--- config.mk ---
export PLATFORM = sky130hd
export DESIGN_NAME = wb_stage_flat
export DESIGN_NICKNAME = d
export VERILOG_FILES = /design/src/rtl/riscv_pkg.sv /design/src/rtl/wb_stage_if.sv /design/src/rtl/wb_stage_load_align.sv /design/src/rtl/wb_stage.sv /design/src/flat_wrapper.sv
export SDC_FILE = /design/constraint.sdc
export NUM_CORES = 1
export LEC_CHECK = 0
export ABC_CLOCK_PERIOD_IN_PS = 4200
export BUFFER_PORTS_ARGS = -buffer_cell sky130_fd_sc_hd__buf_4
export CORE_AREA = 10 10 147 149
export DETAILED_ROUTE_END_ITERATION = 10
export DIE_AREA = 0 0 157 159
export GPL_TIMING_DRIVEN = 0
export PLACE_DENSITY = 0.82
export REMOVE_ABC_BUFFERS = 1
export SETUP_SLACK_MARGIN = 0.05
export SYNTH_ARGS = -nofsm -noshare
export SYNTH_HDL_FRONTEND = slang
export SYNTH_SLANG_ARGS = --single-unit
--- constraint.sdc ---
create_clock -name i_clk -period 4.2 [get_ports i_clk]
set_clock_uncertainty 0.1 [all_clocks]
set_input_delay 1.05 -clock i_clk [delete_from_list [all_inputs] [get_ports i_clk]]
set_output_delay 1.05 -clock i_clk [all_outputs]
set_load 0.005 [all_outputs]
--- src/rtl/riscv_pkg.sv ---
// ----------------------------------------------------------------------------
// riscv_pkg
//  Shared types and constants for the writeback stage:
//   - wb_sel_e      : writeback source select (ALU / load / PC+4 / immediate)
//   - F3_*          : load funct3 encodings (size and signedness)
//   - XLEN_DEF/CNT_W_DEF : default datapath and retired-counter widths
//   - sext8/sext16  : sign-extension helpers for load alignment
// ----------------------------------------------------------------------------
package riscv_pkg;

   localparam int XLEN_DEF  = 32;
   localparam int CNT_W_DEF = 64;

   typedef enum logic [1:0] {
      WB_ALU  = 2'b00,
      WB_LOAD = 2'b01,
      WB_PC4  = 2'b10,
      WB_IMM  = 2'b11
   } wb_sel_e;

   localparam logic [2:0] F3_LB  = 3'b000;
   localparam logic [2:0] F3_LH  = 3'b001;
   localparam logic [2:0] F3_LW  = 3'b010;
   localparam logic [2:0] F3_LBU = 3'b100;
   localparam logic [2:0] F3_LHU = 3'b101;

   function automatic logic [31:0] sext8(input logic [7:0] b);
      return {{24{b[7]}}, b};
   endfunction

   function automatic logic [31:0] sext16(input logic [15:0] h);
      return {{16{h[15]}}, h};
   endfunction

endpackage

--- src/rtl/wb_stage_if.sv ---
// ----------------------------------------------------------------------------
// wb_stage_if
//  Bundles the MEM->WB capture inputs and the register-file / status outputs
//  of the writeback stage.
//   master : upstream / environment side (drives i_*, observes o_*)
//   slave  : wb_stage side (observes i_*, drives o_*)
//  Signal names keep the stage's port naming so they line up with the
//  register file and MEM stage.
// ----------------------------------------------------------------------------
interface wb_stage_if #(
   parameter int XLEN  = 32,
   parameter int CNT_W = 64
);
   logic             i_stall;
   logic             i_flush;
   logic             i_mem_valid;
   logic [XLEN-1:0]  i_mem_pc;
   logic [4:0]       i_mem_rd_addr;
   logic             i_mem_rd_wren;
   logic [1:0]       i_mem_wb_sel;
   logic [XLEN-1:0]  i_mem_alu_data;
   logic [XLEN-1:0]  i_mem_imm;
   logic [XLEN-1:0]  i_mem_ld_data;
   logic [2:0]       i_mem_funct3;

   logic [4:0]       o_rd_addr;
   logic [XLEN-1:0]  o_rd_data;
   logic             o_rd_wren;
   logic             o_wb_valid;
   logic [XLEN-1:0]  o_wb_pc;
   logic             o_ld_misalign;
   logic [CNT_W-1:0] o_instret;

   modport master (
      output i_stall, i_flush, i_mem_valid, i_mem_pc, i_mem_rd_addr,
             i_mem_rd_wren, i_mem_wb_sel, i_mem_alu_data, i_mem_imm,
             i_mem_ld_data, i_mem_funct3,
      input  o_rd_addr, o_rd_data, o_rd_wren, o_wb_valid, o_wb_pc,
             o_ld_misalign, o_instret
   );

   modport slave (
      input  i_stall, i_flush, i_mem_valid, i_mem_pc, i_mem_rd_addr,
             i_mem_rd_wren, i_mem_wb_sel, i_mem_alu_data, i_mem_imm,
             i_mem_ld_data, i_mem_funct3,
      output o_rd_addr, o_rd_data, o_rd_wren, o_wb_valid, o_wb_pc,
             o_ld_misalign, o_instret
   );
endinterface

--- src/rtl/wb_stage_load_align.sv ---
// ----------------------------------------------------------------------------
// load_align
//  Combinational load-data alignment for a 32-bit word-aligned memory.
//  Ports:
//   ld_data  in  32  raw word read from data memory
//   off      in  2   byte offset (low address bits)
//   funct3   in  3   load size / signedness
//   data     out 32  aligned, sign/zero-extended load value (0 for
//                    non-load encodings)
//   misalign out 1   access crosses its natural alignment
// ----------------------------------------------------------------------------
module load_align
   import riscv_pkg::*;
(
   input  logic [31:0] ld_data,
   input  logic [1:0]  off,
   input  logic [2:0]  funct3,
   output logic [31:0] data,
   output logic        misalign
);

   logic [7:0]  byte_s;
   logic [15:0] half_s;

   // Lane selection: byte lane picked by full offset, half lane by off[1].
   always_comb begin
      byte_s = ld_data[{off, 3'b000} +: 8];
      if (off[1]) begin
         half_s = ld_data[31:16];
      end else begin
         half_s = ld_data[15:0];
      end
   end

   // Extension and alignment check per load type.
   always_comb begin
      data     = 32'd0;
      misalign = 1'b0;
      case (funct3)
         F3_LB:  begin data = sext8(byte_s);          misalign = 1'b0;          end
         F3_LBU: begin data = {24'd0, byte_s};        misalign = 1'b0;          end
         F3_LH:  begin data = sext16(half_s);         misalign = off[0];        end
         F3_LHU: begin data = {16'd0, half_s};        misalign = off[0];        end
         F3_LW:  begin data = ld_data;                misalign = (off != 2'd0); end
         default: begin data = 32'd0;                 misalign = 1'b0;          end
      endcase
   end

endmodule

--- src/rtl/wb_stage.sv ---
// ----------------------------------------------------------------------------
// wb_stage
//  MEM/WB pipeline register plus writeback value selection. Feeds the
//  register file write port and keeps a retired-instruction counter.
//  Ports:
//   i_clk  in  1   clock, all state on posedge
//   i_rst  in  1   synchronous active-high reset
//   bus    slave   MEM capture inputs (stall/flush/mem_*) and outputs
//                  o_rd_addr/o_rd_data/o_rd_wren, o_wb_valid, o_wb_pc,
//                  o_ld_misalign, o_instret
//  The register-file outputs are combinational from the registered entry so
//  the regfile bypass can serve a same-cycle read.
// ----------------------------------------------------------------------------
module wb_stage
   import riscv_pkg::*;
#(
   parameter int XLEN  = XLEN_DEF,
   parameter int CNT_W = CNT_W_DEF
) (
   input logic        i_clk,
   input logic        i_rst,
   wb_stage_if.slave  bus
);

   logic              valid_r;
   logic [XLEN-1:0]   pc_r;
   logic [4:0]        rd_addr_r;
   logic              rd_wren_r;
   wb_sel_e           wb_sel_r;
   logic [XLEN-1:0]   alu_r;
   logic [XLEN-1:0]   imm_r;
   logic [XLEN-1:0]   ld_r;
   logic [2:0]        funct3_r;
   logic              retired_r;
   logic [CNT_W-1:0]  instret_r;

   logic [31:0]       la_data_s;
   logic              la_misalign_s;
   logic              misalign_s;
   logic              retire_s;
   logic [XLEN-1:0]   wb_data_s;

   // An entry counts once: on the first edge it sits valid in WB.
   assign retire_s = valid_r & ~retired_r;

   // MEM/WB capture with reset > flush > stall > load priority, plus instret.
   always_ff @(posedge i_clk) begin
      if (i_rst) begin
         valid_r   <= 1'b0;
         pc_r      <= '0;
         rd_addr_r <= 5'd0;
         rd_wren_r <= 1'b0;
         wb_sel_r  <= WB_ALU;
         alu_r     <= '0;
         imm_r     <= '0;
         ld_r      <= '0;
         funct3_r  <= 3'd0;
         retired_r <= 1'b0;
         instret_r <= '0;
      end else begin
         if (bus.i_flush) begin
            // Bubble: payload fields are left as-is, only valid matters.
            valid_r   <= 1'b0;
            retired_r <= 1'b0;
         end else if (bus.i_stall) begin
            // Held entry: remember that it has already been counted.
            retired_r <= retired_r | valid_r;
         end else begin
            valid_r   <= bus.i_mem_valid;
            pc_r      <= bus.i_mem_pc;
            rd_addr_r <= bus.i_mem_rd_addr;
            rd_wren_r <= bus.i_mem_rd_wren;
            wb_sel_r  <= wb_sel_e'(bus.i_mem_wb_sel);
            alu_r     <= bus.i_mem_alu_data;
            imm_r     <= bus.i_mem_imm;
            ld_r      <= bus.i_mem_ld_data;
            funct3_r  <= bus.i_mem_funct3;
            retired_r <= 1'b0;
         end
         instret_r <= instret_r + {{(CNT_W-1){1'b0}}, retire_s};
      end
   end

   load_align u_load_align (
      .ld_data  (ld_r[31:0]),
      .off      (alu_r[1:0]),
      .funct3   (funct3_r),
      .data     (la_data_s),
      .misalign (la_misalign_s)
   );

   // Writeback source select; PC+4 wraps naturally at the datapath width.
   always_comb begin
      wb_data_s = '0;
      case (wb_sel_r)
         WB_ALU:  wb_data_s = alu_r;
         WB_LOAD: wb_data_s = XLEN'(la_data_s);
         WB_PC4:  wb_data_s = pc_r + XLEN'(4);
         WB_IMM:  wb_data_s = imm_r;
         default: wb_data_s = '0;
      endcase
   end

   // Misalignment only means something for loads in a valid entry.
   always_comb begin
      if (valid_r && (wb_sel_r == WB_LOAD)) begin
         misalign_s = la_misalign_s;
      end else begin
         misalign_s = 1'b0;
      end
   end

   assign bus.o_rd_addr     = rd_addr_r;
   assign bus.o_rd_data     = wb_data_s;
   // x0 is hardwired zero; a stalled entry simply rewrites the same value.
   assign bus.o_rd_wren     = valid_r & rd_wren_r & (rd_addr_r != 5'd0) & ~misalign_s;
   assign bus.o_wb_valid    = valid_r;
   assign bus.o_wb_pc       = pc_r;
   assign bus.o_ld_misalign = misalign_s;
   assign bus.o_instret     = instret_r;

endmodule

--- src/flat_wrapper.sv ---
// flat-port wrapper written by rule: the top's interface ports become plain ports
module wb_stage_flat import riscv_pkg::*;
#(
   parameter int XLEN  = XLEN_DEF,
   parameter int CNT_W = CNT_W_DEF
)
  (i_clk, i_rst, bus_i_stall, bus_i_flush, bus_i_mem_valid, bus_i_mem_pc, bus_i_mem_rd_addr, bus_i_mem_rd_wren, bus_i_mem_wb_sel, bus_i_mem_alu_data, bus_i_mem_imm, bus_i_mem_ld_data, bus_i_mem_funct3, bus_o_rd_addr, bus_o_rd_data, bus_o_rd_wren, bus_o_wb_valid, bus_o_wb_pc, bus_o_ld_misalign, bus_o_instret);
  wb_stage_if #(.XLEN(XLEN), .CNT_W(CNT_W)) bus_i ();
  input logic i_clk;
  input logic i_rst;
  input wire logic [$bits(bus_i.i_stall)-1:0] bus_i_stall;
  input wire logic [$bits(bus_i.i_flush)-1:0] bus_i_flush;
  input wire logic [$bits(bus_i.i_mem_valid)-1:0] bus_i_mem_valid;
  input wire logic [$bits(bus_i.i_mem_pc)-1:0] bus_i_mem_pc;
  input wire logic [$bits(bus_i.i_mem_rd_addr)-1:0] bus_i_mem_rd_addr;
  input wire logic [$bits(bus_i.i_mem_rd_wren)-1:0] bus_i_mem_rd_wren;
  input wire logic [$bits(bus_i.i_mem_wb_sel)-1:0] bus_i_mem_wb_sel;
  input wire logic [$bits(bus_i.i_mem_alu_data)-1:0] bus_i_mem_alu_data;
  input wire logic [$bits(bus_i.i_mem_imm)-1:0] bus_i_mem_imm;
  input wire logic [$bits(bus_i.i_mem_ld_data)-1:0] bus_i_mem_ld_data;
  input wire logic [$bits(bus_i.i_mem_funct3)-1:0] bus_i_mem_funct3;
  output wire logic [$bits(bus_i.o_rd_addr)-1:0] bus_o_rd_addr;
  output wire logic [$bits(bus_i.o_rd_data)-1:0] bus_o_rd_data;
  output wire logic [$bits(bus_i.o_rd_wren)-1:0] bus_o_rd_wren;
  output wire logic [$bits(bus_i.o_wb_valid)-1:0] bus_o_wb_valid;
  output wire logic [$bits(bus_i.o_wb_pc)-1:0] bus_o_wb_pc;
  output wire logic [$bits(bus_i.o_ld_misalign)-1:0] bus_o_ld_misalign;
  output wire logic [$bits(bus_i.o_instret)-1:0] bus_o_instret;
  assign bus_i.i_stall = bus_i_stall;
  assign bus_i.i_flush = bus_i_flush;
  assign bus_i.i_mem_valid = bus_i_mem_valid;
  assign bus_i.i_mem_pc = bus_i_mem_pc;
  assign bus_i.i_mem_rd_addr = bus_i_mem_rd_addr;
  assign bus_i.i_mem_rd_wren = bus_i_mem_rd_wren;
  assign bus_i.i_mem_wb_sel = bus_i_mem_wb_sel;
  assign bus_i.i_mem_alu_data = bus_i_mem_alu_data;
  assign bus_i.i_mem_imm = bus_i_mem_imm;
  assign bus_i.i_mem_ld_data = bus_i_mem_ld_data;
  assign bus_i.i_mem_funct3 = bus_i_mem_funct3;
  assign bus_o_rd_addr = bus_i.o_rd_addr;
  assign bus_o_rd_data = bus_i.o_rd_data;
  assign bus_o_rd_wren = bus_i.o_rd_wren;
  assign bus_o_wb_valid = bus_i.o_wb_valid;
  assign bus_o_wb_pc = bus_i.o_wb_pc;
  assign bus_o_ld_misalign = bus_i.o_ld_misalign;
  assign bus_o_instret = bus_i.o_instret;
  wb_stage #(.XLEN(XLEN), .CNT_W(CNT_W)) u_core (.i_clk(i_clk), .i_rst(i_rst), .bus(bus_i));
endmodule
======== Yosys cells after proc, flatten, opt, wreduce, memory -nomap -nowiden ========
Index checks and enable logic that the tools add are counted.
storage, ports and cells
  output and inout port bits .............. 136
  register bits ........................... 205
cells by class
  mux-type cells .......................... 5
  shift-type cells ........................ 1
  reduce and logical (&&, ||, !) cells .... 9
  bitwise gates (word level) .............. 9
  equality and inequality tests ........... 7
  add/sub/neg operators ................... 2
operators by type and width
  operator                                       count
  case mux 32 bit (5 select lines)               1
  case mux 32 bit (4 select lines)               1
  adder 64 x 1 -> 64 bit                         1
  adder 32 x 3 -> 32 bit, second input constant  1
  indexed part select 32 x 6 -> 8 bit            1
  2-to-1 mux 16 bit                              1
  == test 3 bit, second input constant           2
  nonzero test 5 bit                             1
  AND 1 bit                                      4
  == test 2 bit, second input constant           2
  inverter 1 bit                                 4
  OR reduction 2 bit                             2
  == test 3 x 1 -> 1 bit, second input constant  1
  == test 3 x 2 -> 1 bit, second input constant  1
  zero test 3 bit                                1
  OR reduction 3 bit                             1
  == test 2 x 1 -> 1 bit, second input constant  1
  zero test 2 bit                                1
  case mux 1 bit (2 select lines)                1
  AND reduction 2 bit                            1
  nonzero test 2 bit                             1
  logical AND 1 bit                              1
  2-to-1 mux 1 bit                               1
  bitwise OR 1 bit                               1

======== Logic depth before layout (Yosys ltp) ========
Gate-level depths: netlist (run 1).
  word-level depth ........................ 6
  gate-level depth with buffers ........... 11
  gate-level depth less buffers ........... 8

======== Hierarchy ========
From an unflattened synthesis (run 1), not the netlist that was laid out.
unflattened totals
  cell total of the unflattened synthesis .. 1,199
  area, all modules ....................... 9,885.7 µm²
by module, submodules not included
  module      area an instance (µm²)  instances  sequential area each (µm²)  cells each
  wb_stage    9,183.8                 1          4,103.9                     1,096
  load_align  701.9                   1          0.0                         103

======== Least setup slack after synthesis (run 1) ========
OpenSTA, ideal clock, no wires.
  path kind ............................... register to register
  start point ............................. register u_core.valid_r (netlist: u_core.bus.o_wb_valid)
  end point ............................... register u_core.instret_r[48] (netlist: u_core.bus.o_instret[48])
  arrival ................................. 3,023 ps
  buffers on the path ..................... 2
  data required time ...................... 4,029 ps
  cell stages (with the launch flop) ...... 11
  slack ................................... 1,007 ps
  cell sequence ........................... dfxtp_1 > nor2b_1 > ha_1 > ha_1 > nand4_2 > or4_1 > buf_2 > or4_4 > buf_6 > or4_1 > a21oi_1
on the way
  longest elaborated chain between the ends .. 2
ends and longest elaborated chain
  element                 RTL line        source
  from (decl)             wb_stage.sv:25  logic valid_r;
  from (signal assigned)  wb_stage.sv:69  valid_r <= bus.i_mem_valid;
  AND 1 bit               wb_stage.sv:44  assign retire_s = valid_r & ~retired_r;
  adder 64 x 1 -> 64 bit  wb_stage.sv:80  instret_r <= instret_r + {{(CNT_W-1){1'b0}}, retire_s};
  to (signal assigned)    wb_stage.sv:80
  to (decl)               wb_stage.sv:35  logic [CNT_W-1:0] instret_r;
No other way between the ends.
A chain may end at the register's enable or synchronous reset.

======== Worst setup path after layout (run 1) ========
  start point ............................. register u_core.funct3_r[1]
  end point ............................... output port bus_o_rd_data[13]
on the way
  longest elaborated chain between the ends .. 3
  elaborated cells between the ends (all ways) .. 7
  classes of those cells .................. 4 x eq/ne; 2 x mux; 1 x reduce/logical
ends and longest elaborated chain
  element                                               RTL line                   source
  from (decl)                                           wb_stage.sv:33             logic [2:0] funct3_r;
  from (signal assigned)                                wb_stage.sv:77             funct3_r <= bus.i_mem_funct3;
  == test 3 x 2 -> 1 bit, or another cell as far along  wb_stage_load_align.sv:39  case (funct3)
  case mux 32 bit (5 select lines) (*)                  wb_stage_load_align.sv:39
  case mux 32 bit (4 select lines) (*)                  wb_stage.sv:95             case (wb_sel_r)
  to (decl)                                             flat_wrapper.sv:23         output wire logic [$bits(bus_i.o_rd_data)-1:0] bus_o_rd_data;
Every way passes the cells marked *; elsewhere a longest branch is shown, timed or not.

==> out/metrics.cfg, run 1 <==
[run_status]
outcome=finished clean

[route]
dr.first_iter.drc_count=865
routedWlPerCell_um=18.9
drtAntennaViolNets=0
wl_um=32700
vias_per_cell=5.80
vias=10000
drc=0
drtPass1Iterations=8

[clock_tree]
clock_latency_ns=0.51
clock-sinks=205
cts_tree=yes
cts_max_level=1
clk_path_buf_depth=3
post_cts_buffers=0
root_buffer=clkbuf_16
cts_hold_buf=0
numCtsBuffers=23
clk_pin_slew_ns=0.06

[timing]
setup-violations-final=0
fin_crit_sh_pct=95.2
slew_headroom_pct=7.96
worst_slew_pin_slew_ns=1.38
rsz0062_at_grt=no
slew_violations=0
hold_slack_ns=0.352
max_freq_ghz=0.250
layout_min_cycle_time_ns=4.00
hold_viol=0

[min_path]
hold_path.startpoint=u_core.alu_r[24]
hold_end=u_core.alu_r[24]
hold_path_depth=2
min_path_type=flip-flop to flip-flop

[job]
drv_cap=0

[finish]
drive_gt1_share_pct=23.6
fin_cells=1724
syn_to_final_growth_pct=32.5
n_fill_cell=1574
final_area_um2=12600
nets=1621
diodes=0

[worst_setup_path]
path_max_fanout=13
r2r-end=u_core.bus.o_instret[58]
startpoint_type=flip-flop
r2r_cells=8
cp_data_arrival_time_ns=2.85
worstSetupPathType=flip-flop to output pin
r2r_slack_ns=0.54
crit_path_end_kind=output pin
r2r_start=u_core.bus.o_wb_valid
required_ns=3.05

[die]
core-area_um2=18600
die_area_um2=25000
die_height_um=159
num_rows=50
initial_core_util_pct=51.4
die_w_um=157
ios=280

[placement]
post_dp_cell_area_um2=11800
dp_hpwl_um=23200
dp.cells=1683
gp_congestion=0.868
numPortBuffers=279

[global_route]
use_met1_pct=29.9
met2_usage_pct=39.7
antenna_found_initial=0
grtUsageMet3_pct=7.31
grt_max_degree=119
grt_pass1_wl_um=50900
overflow=0
busiest_layer=met2
grt_pass1_vias=9568
grtUsageTotal_pct=24.5

[power_and_ir_drop]
p_int_mw=3.43
clockPowerShare_pct=44.1
pwr-share-comb_pct=10.2
irDropWorstVdd_v=0.000332
p_sw_mw=1.10
p_leak_nw=4.87
swShare_pct=24.3
power_density_nw_per_um2=359
power.total_mw=4.54
power_frac_seq_pct=45.8

[logic_synthesis]
synthArstFlopShare_pct=0
synth_area_um2=9540
synth_cell_types=55
ys_warn_count=0
syn-instance-count=1246
ys_seq_area_share_pct=43.0
avgSynthCellArea_um2=7.66
synth-edff-count=0
synth-main-ff-cell=dfxtp_1
ys_ff_latch=205

-- metal layers --
metal	wire length, um	up-vias
li1	-	4812
met1	12800	4672
met2	15400	460
met3	3350	63
met4	1160	0
met5	0	-
-- final cells by class --
type	instances	area, um2	area share, %
clock buffers	36	694	5.49
repair buffers	289	2300	18.2
multi-input cells	943	5140	40.7
well taps	234	293	2.32
inverters	12	45.0	0.356
clock inverters	5	56.3	0.445
flip-flops and latches	205	4110	32.5
-- power by group through the flow --
| stage | registers (mW) | clock network (mW) | logic [mW] |
|---|---|---|---|
| floorplan | 2.10 | 0 | 0.186 |
| global placement | 2.12 | 0 | 0.440 |
| detailed placement | 2.11 | 0 | 0.456 |
| CTS | 2.07 | 2.01 | 0.460 |
| global route | 2.08 | 2.10 | 0.505 |
| finish | 2.08 | 2.00 | 0.461 |
-- cell usage after synthesis, types with 12 or more instances --
| cell type | n | area share (%) |
|---|---|---|
| o31ai_1 | 14 | 1.1 |
| nand3_1 | 38 | 2.0 |
| or3_1 | 14 | 0.92 |
| nand2_1 | 328 | 13 |
| a21oi_1 | 173 | 9.1 |
| dfxtp_1 | 205 | 43 |
| nor3_1 | 14 | 0.73 |
| a22oi_1 | 17 | 1.3 |
| xnor2_1 | 21 | 1.9 |
| clkbuf_1 | 83 | 3.3 |
| or4_1 | 14 | 1.1 |
| nor2_1 | 63 | 2.5 |
| o21ai_0 | 37 | 1.9 |
| xor2_1 | 42 | 3.9 |
| nand4_1 | 33 | 2.2 |
| inv_1 | 12 | 0.47 |
-- worst max-delay path by stage --
stage	startpoint	end	slack (ns)	cells after the start
after floorplan	bus_i_flush	u_core.alu_r[0]	-1.52	3
after global placement	bus_i_flush	u_core.alu_r[8]	-4.84	4
after detailed placement	u_core.wb_sel_r[1]	bus_o_rd_data[19]	-0.12	6
after CTS	u_core.bus.o_wb_pc[2]	bus_o_rd_data[20]	0.05	7
after global routing	u_core.funct3_r[1]	bus_o_rd_data[13]	0.08	6
final	u_core.funct3_r[1]	bus_o_rd_data[13]	0.20	6
-- repair_timing --
item / in CTS / in global routing
pin swaps: 0 / 0
cloned: 0 / 0
setup endpoints to repair: 30 / 22
resized for setup: 5 / 4
-- cells by family after synthesis --
| logic type | Yosys count | synth area share [%] |
|---|---|---|
| buffers and inverters | 98 | 3.95 |
| XOR/XNOR | 63 | 5.78 |
| multiplexers | 10 | 1.15 |
| AO/OA/AOI/OAI | 308 | 19.2 |
| AND/OR/NAND/NOR | 559 | 26.6 |
| adder cells (fa/ha/maj) | 3 | 0.393 |
| flip-flops | 205 | 43.0 |
-- cell usage in the layout (no fill, tap or decap), types with 11 or more instances in the layout --
cell and count:
or3_1 14, a21oi_1 173, a221oi_1 11, dfxtp_1 202, buf_4 279, nand4_1 33, clkbuf_16 23, nand2_1 327
nor2_1 62, o31ai_1 14, xnor2_1 21, nand3_1 38, or4_1 14, inv_1 12, nor3_1 12, xor2_1 42
o22ai_1 11, o21ai_0 37, a22oi_1 17
-- worst max-delay path, cell delays in order, from the launching register on --
cell	delay, ns
dfxtp_1	0.55
or3b_2	0.53
o21ai_1	0.40
a22oi_1	0.20
a21oi_1	0.34
a221o_1	0.19
buf_4	0.12
-- per-stage QoR --
| step | worst slack [ns] | util, % | setup TNS [ns] |
|---|---|---|---|
| after floorplan | -1.52 | - | -211.89 |
| after global placement | -4.84 | 62.4 | -631.82 |
| after detailed placement | -0.116 | 63.7 | -0.563 |
| after CTS | 0.0540 | 67.9 | 0 |
| after global routing | 0.0755 | 68.0 | 0 |
| final | 0.201 | 68.0 | 0 |
-- state kept, by name, summed over array words and instances, names as in the netlist --
register and cells:
u_core.wb_sel_r 2, u_core.funct3_r 3, u_core.bus.o_rd_addr 5, u_core.rd_wren_r 1
u_core.bus.o_instret 64, u_core.ld_r 32, u_core.alu_r 32, u_core.retired_r 1
u_core.bus.o_wb_pc 32, u_core.bus.o_wb_valid 1, u_core.imm_r 32
Power figures use the tool's default switching activity.
==> inputs of run 2 (changes only) <==
--- a/config.mk
+++ b/config.mk
@@ -5,13 +5,13 @@
 export SDC_FILE = /design/constraint.sdc
 export NUM_CORES = 1
 export LEC_CHECK = 0
-export ABC_CLOCK_PERIOD_IN_PS = 4200
+export ABC_CLOCK_PERIOD_IN_PS = 3600
 export BUFFER_PORTS_ARGS = -buffer_cell sky130_fd_sc_hd__buf_4
-export CORE_AREA = 10 10 147 149
+export CORE_AREA = 10 10 154 156
 export DETAILED_ROUTE_END_ITERATION = 10
-export DIE_AREA = 0 0 157 159
+export DIE_AREA = 0 0 164 166
 export GPL_TIMING_DRIVEN = 0
-export PLACE_DENSITY = 0.82
+export PLACE_DENSITY = 0.79
 export REMOVE_ABC_BUFFERS = 1
 export SETUP_SLACK_MARGIN = 0.05
 export SYNTH_ARGS = -nofsm -noshare
==> constraint.sdc (replaced) <==
create_clock -name i_clk -period 3.6 [get_ports i_clk]
set_clock_uncertainty 0.1 [all_clocks]
set_input_delay 0.9 -clock i_clk [delete_from_list [all_inputs] [get_ports i_clk]]
set_output_delay 0.9 -clock i_clk [all_outputs]
set_load 0.005 [all_outputs]
==> out/metrics.cfg, run 2 (synthesized netlist as in run 1, its figures left out) <==
[placement]
numPortBuffers=279  ; unchanged
place_ws_ns=-0.569  ; -0.453 ns
post_dp_cell_area_um2=11900  ; +0.40%
gp_congestion=0.893  ; +2.9%
dp_hpwl_um=23400  ; +0.92%

[die]
num_rows=53  ; +6.0%
die_height_um=166  ; +4.4%
die_w_um=164  ; +4.5%
die_area_um2=27200  ; +9.1%
initial_core_util_pct=46.1  ; -5.2 points
core-area_um2=20700  ; +11%
ios=280  ; unchanged

[worst_setup_path]
required_ns=2.60  ; -0.45 ns
path_max_fanout=9  ; -4
cp_data_arrival_time_ns=2.46  ; -0.39 ns
startpoint_type=flip-flop
crit_path_end_kind=output pin
r2r_cells=8  ; unchanged
worstSetupPathType=flip-flop to output pin

[finish]
n_fill_cell=1821  ; +16%
layout_common_cells=327 x nand2_1, 294 x buf_4, 192 x dfxtp_1
postLayoutCoreUtil_pct=62.7  ; -5.3 points
nets=1639  ; +1.1%
final_common_cell=nand2_1
syn_to_final_growth_pct=36.0
regArea_um2=4130  ; +0.49%
final_area_um2=13000  ; +2.7%
drive_gt1_share_pct=26.0  ; +2.4 points
multiInputGateArea_um2=5210  ; +1.4%
largest_reg_flops=64  ; unchanged

[route]
wl_um=33600  ; +3.0%
dr.first_iter.drc_count=923  ; +6.7%
drtPass1Iterations=7  ; -1
drtAntennaViolNets=0  ; unchanged
vias=10100  ; +0.77%
vias_per_cell=5.65  ; -2.7%
routedWlPerCell_um=18.8  ; -0.56%
drc=0  ; unchanged

[clock_tree]
cts_max_level=1  ; unchanged
cts_tree=yes
numCtsBuffers=24  ; +4.3%
cts_hold_buf=0  ; unchanged
clock_latency_ns=0.52  ; about the same
clk_path_buf_depth=3  ; unchanged
clk_pin_slew_ns=0.06  ; about the same
root_buffer=clkbuf_16
clock-sinks=205  ; unchanged

[min_path]
hold_path_depth=2  ; unchanged
min_path_type=flip-flop to flip-flop

[power_and_ir_drop]
irDropWorstVdd_v=0.000296  ; -11%
power.total_mw=5.42  ; +19%
p_leak_nw=4.97  ; +2.2%
power_density_nw_per_um2=417  ; +16%

[timing]
fin_crit_sh_pct=96.1
setup_tns_ns=0  ; unchanged
worst_slew_pin_slew_ns=1.05  ; -0.325 ns
slew_violations=0  ; unchanged
hold_viol=0  ; unchanged
setup-violations-final=0  ; unchanged
timing.final.ws_setup_ns=0.140  ; -0.0615 ns
rsz0062_at_grt=yes
layout_min_cycle_time_ns=3.46
max_freq_ghz=0.289
slew_headroom_pct=29.5  ; +21 points

[global_route]
grt_pass1_vias=9588  ; +0.21%
grtUsageTotal_pct=23.0  ; -1.5 points
antenna_found_initial=1  ; +1
overflow=0  ; unchanged
grt_pass1_wl_um=51900  ; +1.9%
grt_max_degree=117  ; -1.7%

[job]
drv_cap=0  ; unchanged

[run_status]
outcome=finished clean

[run 2: per-layer routing]
metal  vias to the layer above  global-route usage [%]  wire length, um  part of all wire [%]
met5                         -                       0                0                     0
met1                      4704                    28.0            13000                    39
met3                        66                    6.69             3260                   9.7
li1                       4863                       -                -                     -
met4                         0                    7.19             1150                   3.4
met2                       451                    38.1            16200                    48
[run 2: repair_timing]
item                       4_1_cts  5_1_grt
buffers inserted                 3       12
hold endpoints to repair         0        0
gates resized for setup         17       21
pin swaps                        2        5
gates cloned                     0        1
setup endpoints to repair       39       49
[run 2: final timing paths]
| path | start | to | slack, ns |
|---|---|---|---|
| worst max-delay path | u_core.bus.o_wb_pc[5] | bus_o_rd_data[25] | 0.14 |
| worst min-delay path | u_core.alu_r[24] | u_core.alu_r[24] | 0.35 |
| worst max register to register | u_core.bus.o_wb_valid | u_core.bus.o_instret[52] | 0.27 |
| worst min register to register | u_core.alu_r[24] | u_core.alu_r[24] | 0.35 |
[run 2: where the power goes]
part	total, mW	switching, mW	leakage [nW]	internal (mW)
clock network	2.43	0.993	0.367	1.44
registers	2.42	0.0822	1.67	2.34
logic	0.563	0.277	2.93	0.286
total	5.42	1.35	4.97	4.07
[run 2: critical path: stages, from the launching register on]
cell	delay, ns
dfxtp_1	0.48
nand4_1	0.31
nor4_2	0.24
buf_4	0.24
nand4_1	0.13
xor2_1	0.18
a32oi_1	0.22
buf_4	0.15
[run 2: area by class of cell]
| type | instances | share of cell area [%] |
|---|---|---|
| Multi-Input combinational cell | 943 | 40.1 |
| Clock buffer | 32 | 5.10 |
| Clock inverter | 11 | 0.935 |
| Antenna cell | 2 | 0.0386 |
| Inverter | 12 | 0.376 |
| Tap cell | 275 | 2.65 |
| Sequential cell | 205 | 31.8 |
| Timing Repair Buffer | 306 | 19.0 |
[run 2: stage by stage]
step / std cells / hold slack (ns)
5_1_grt: 1785 / 0.374
2_1_floorplan: 1160 / 0.327
3_5_place_dp: 1725 / 0.348
6_report: 1786 / 0.354
3_3_place_gp: 1714 / 0.339
4_1_cts: 1771 / 0.356
==> inputs of run 3 (changes only) <==
--- a/config.mk
+++ b/config.mk
@@ -7,11 +7,12 @@
 export LEC_CHECK = 0
 export ABC_CLOCK_PERIOD_IN_PS = 3600
 export BUFFER_PORTS_ARGS = -buffer_cell sky130_fd_sc_hd__buf_4
-export CORE_AREA = 10 10 154 156
+export CORE_AREA = 10 10 151 153
+export CTS_BUF_LIST = sky130_fd_sc_hd__clkbuf_4
 export DETAILED_ROUTE_END_ITERATION = 10
-export DIE_AREA = 0 0 164 166
+export DIE_AREA = 0 0 161 163
 export GPL_TIMING_DRIVEN = 0
-export PLACE_DENSITY = 0.79
+export PLACE_DENSITY = 0.81
 export REMOVE_ABC_BUFFERS = 1
 export SETUP_SLACK_MARGIN = 0.05
 export SYNTH_ARGS = -nofsm -noshare
==> out/metrics.cfg, run 3 (synthesized netlist as in run 1, its figures left out) <==
[clock_tree]
clock-sinks=205  ; unchanged
numCtsBuffers=56  ; +130%
root_buffer=clkbuf_4
clk_pin_slew_ns=0.08  ; +0.02 ns
cts_hold_buf=0  ; unchanged
cts_tree=yes
cts_max_level=2  ; +1
clk_path_buf_depth=3  ; unchanged
clock_latency_ns=0.68  ; +0.16 ns

[placement]
place_ws_ns=-0.617  ; -0.0484 ns
dp_hpwl_um=23100  ; -1.5%
post_dp_cell_area_um2=11900  ; about the same
gp_congestion=0.871  ; -2.5%
numPortBuffers=279  ; unchanged

[global_route]
grt_pass1_vias=9945  ; +3.7%
antenna_found_initial=4  ; +3
grt_pass1_wl_um=52000  ; +0.29%
grtUsageTotal_pct=24.0  ; +0.99 points
overflow=0  ; unchanged
grt_max_degree=124  ; +6.0%

[route]
wl_um=34300  ; +1.9%
dr.first_iter.drc_count=894  ; -3.1%
vias=10400  ; +3.4%
drtPass1Iterations=5  ; -2
routedWlPerCell_um=18.6  ; -1.3%
drc=0  ; unchanged
vias_per_cell=5.66  ; +0.21%
drtAntennaViolNets=0  ; unchanged

[finish]
drive_gt1_share_pct=30.2  ; +4.1 points
final_common_cell=nand2_1
nets=1683  ; +2.7%
n_fill_cell=1667  ; -8.5%
syn_to_final_growth_pct=37.1
layout_common_cells=327 x nand2_1, 304 x buf_4, 180 x dfxtp_1
largest_reg_flops=64  ; unchanged
final_area_um2=13100  ; +0.81%

[timing]
hold_viol=0  ; unchanged
slew_headroom_pct=32.3  ; +2.9 points
worst_slew_pin_slew_ns=1.01  ; -0.0425 ns
timing.final.ws_setup_ns=0.0731  ; -0.0669 ns
fin_crit_sh_pct=98.0  ; +1.9 points
rsz0062_at_grt=yes
setup-violations-final=0  ; unchanged
slew_violations=0  ; unchanged
layout_min_cycle_time_ns=3.53  ; +0.0669 ns
max_freq_ghz=0.284  ; -1.9%

[die]
num_rows=52  ; -1.9%
ios=280  ; unchanged
initial_core_util_pct=47.9  ; +1.8 points
die_height_um=163  ; -1.8%
die_w_um=161  ; -1.8%
die_area_um2=26200  ; -3.6%
core-area_um2=19900  ; -3.8%

[power_and_ir_drop]
irDropWorstVdd_v=0.000275  ; -6.8%
p_leak_nw=5.09  ; +2.4%
power_density_nw_per_um2=384  ; -8.1%
power.total_mw=5.02  ; -7.4%

[worst_setup_path]
required_ns=2.60  ; about the same
path_max_fanout=9  ; unchanged
crit_path_end_kind=output pin
cp.depth=5  ; -2
crit_family=compound AO/OA/AOI/OAI gates
cp_data_arrival_time_ns=2.53  ; +0.07 ns
path_buf_inv=2  ; unchanged
path_cells=buf_4, mux2_2, a222oi_1, o21ai_0, buf_4
worstSetupPathType=flip-flop to output pin
startpoint_type=flip-flop
r2r_cells=8  ; unchanged
critPathMaxStageDelay_ns=0.49  ; about the same
critPathSlowestCell=a222oi_1
crit_path_frequent_cell=buf_4

[run_status]
outcome=finished clean

[job]
drv_cap=0  ; unchanged

[min_path]
hold_path_depth=3  ; +1
min_path_type=input pin to flip-flop

## run 3: cell count changes in the layout (fill, tap and decap cells not counted), moves of 3 or more
cell / change
clkbuf_1: -6
dfxtp_4: +10
clkbuf_4: +84
clkinv_1: +6
clkbuf_16: -26
buf_12: -3
buf_4: +10
clkinvlp_4: -3
clkinv_2: -3
dfxtp_1: -12
## run 3: area by class of cell
type | count | area [um2] | area share, %
antenna | 3 | 7.51 | 0.0574
sequential | 205 | 4170 | 31.8
clock inverter | 8 | 37.5 | 0.287
multi-input combinational | 944 | 5300 | 40.5
timing repair buffer | 317 | 2560 | 19.6
tap | 270 | 338 | 2.58
inverter | 12 | 48.8 | 0.373
clock buffer | 84 | 631 | 4.82
## run 3: worst reg2reg max path, stage by stage, from the launching register on
cell	delay, ns
dfxtp_2	0.46
nor2b_1	0.23
ha_1	0.26
ha_1	0.25
nand4_2	0.19
or4_4	0.55
or4_4	0.54
or4_1	0.53
a21oi_1	0.17
## run 3: where the power goes
| part | switching, mW | leakage, nW | internal [mW] | total [mW] |
|---|---|---|---|---|
| clock network | 0.975 | 0.396 | 1.05 | 2.02 |
| logic | 0.284 | 3.01 | 0.297 | 0.580 |
| registers | 0.0805 | 1.68 | 2.34 | 2.42 |
## run 3: path summary, 6_finish.rpt
kind,startpoint,end,slack [ns]
setup / recovery,u_core.alu_r[1],bus_o_rd_data[2],0.07
hold / removal,bus_i_mem_pc[12],u_core.bus.o_wb_pc[12],0.31
setup reg to reg,u_core.bus.o_wb_valid,u_core.bus.o_instret[62],0.26
hold reg to reg,u_core.imm_r[0],u_core.imm_r[0],0.35
## run 3: layer usage
metal,part of all wire (%),track usage [%]
met2,48,39.8
met5,0.038,0.567
met1,39,27.9
met4,3.7,10.2
met3,9.4,7.86
## run 3: metrics by stage
stage / setup TNS (ns) / cells / hold WS, ns / utilization, %
after floorplan: -274.88 / 1160 / 0.327 / -
after global placement: -740.13 / 1709 / 0.338 / 58.5
after detailed placement: -8.21 / 1719 / 0.347 / 59.7
after CTS: 0 / 1826 / 0.290 / 64.6
after global routing: 0 / 1843 / 0.297 / 65.7
final: 0 / 1843 / 0.311 / 65.7
## run 3: timing repair
action                     in CTS  in global routing
cloned                          1                  1
setup endpoints to repair      49                 47
pin swaps                       7                  7
buffers inserted               14                 13
gates resized for setup        41                 38
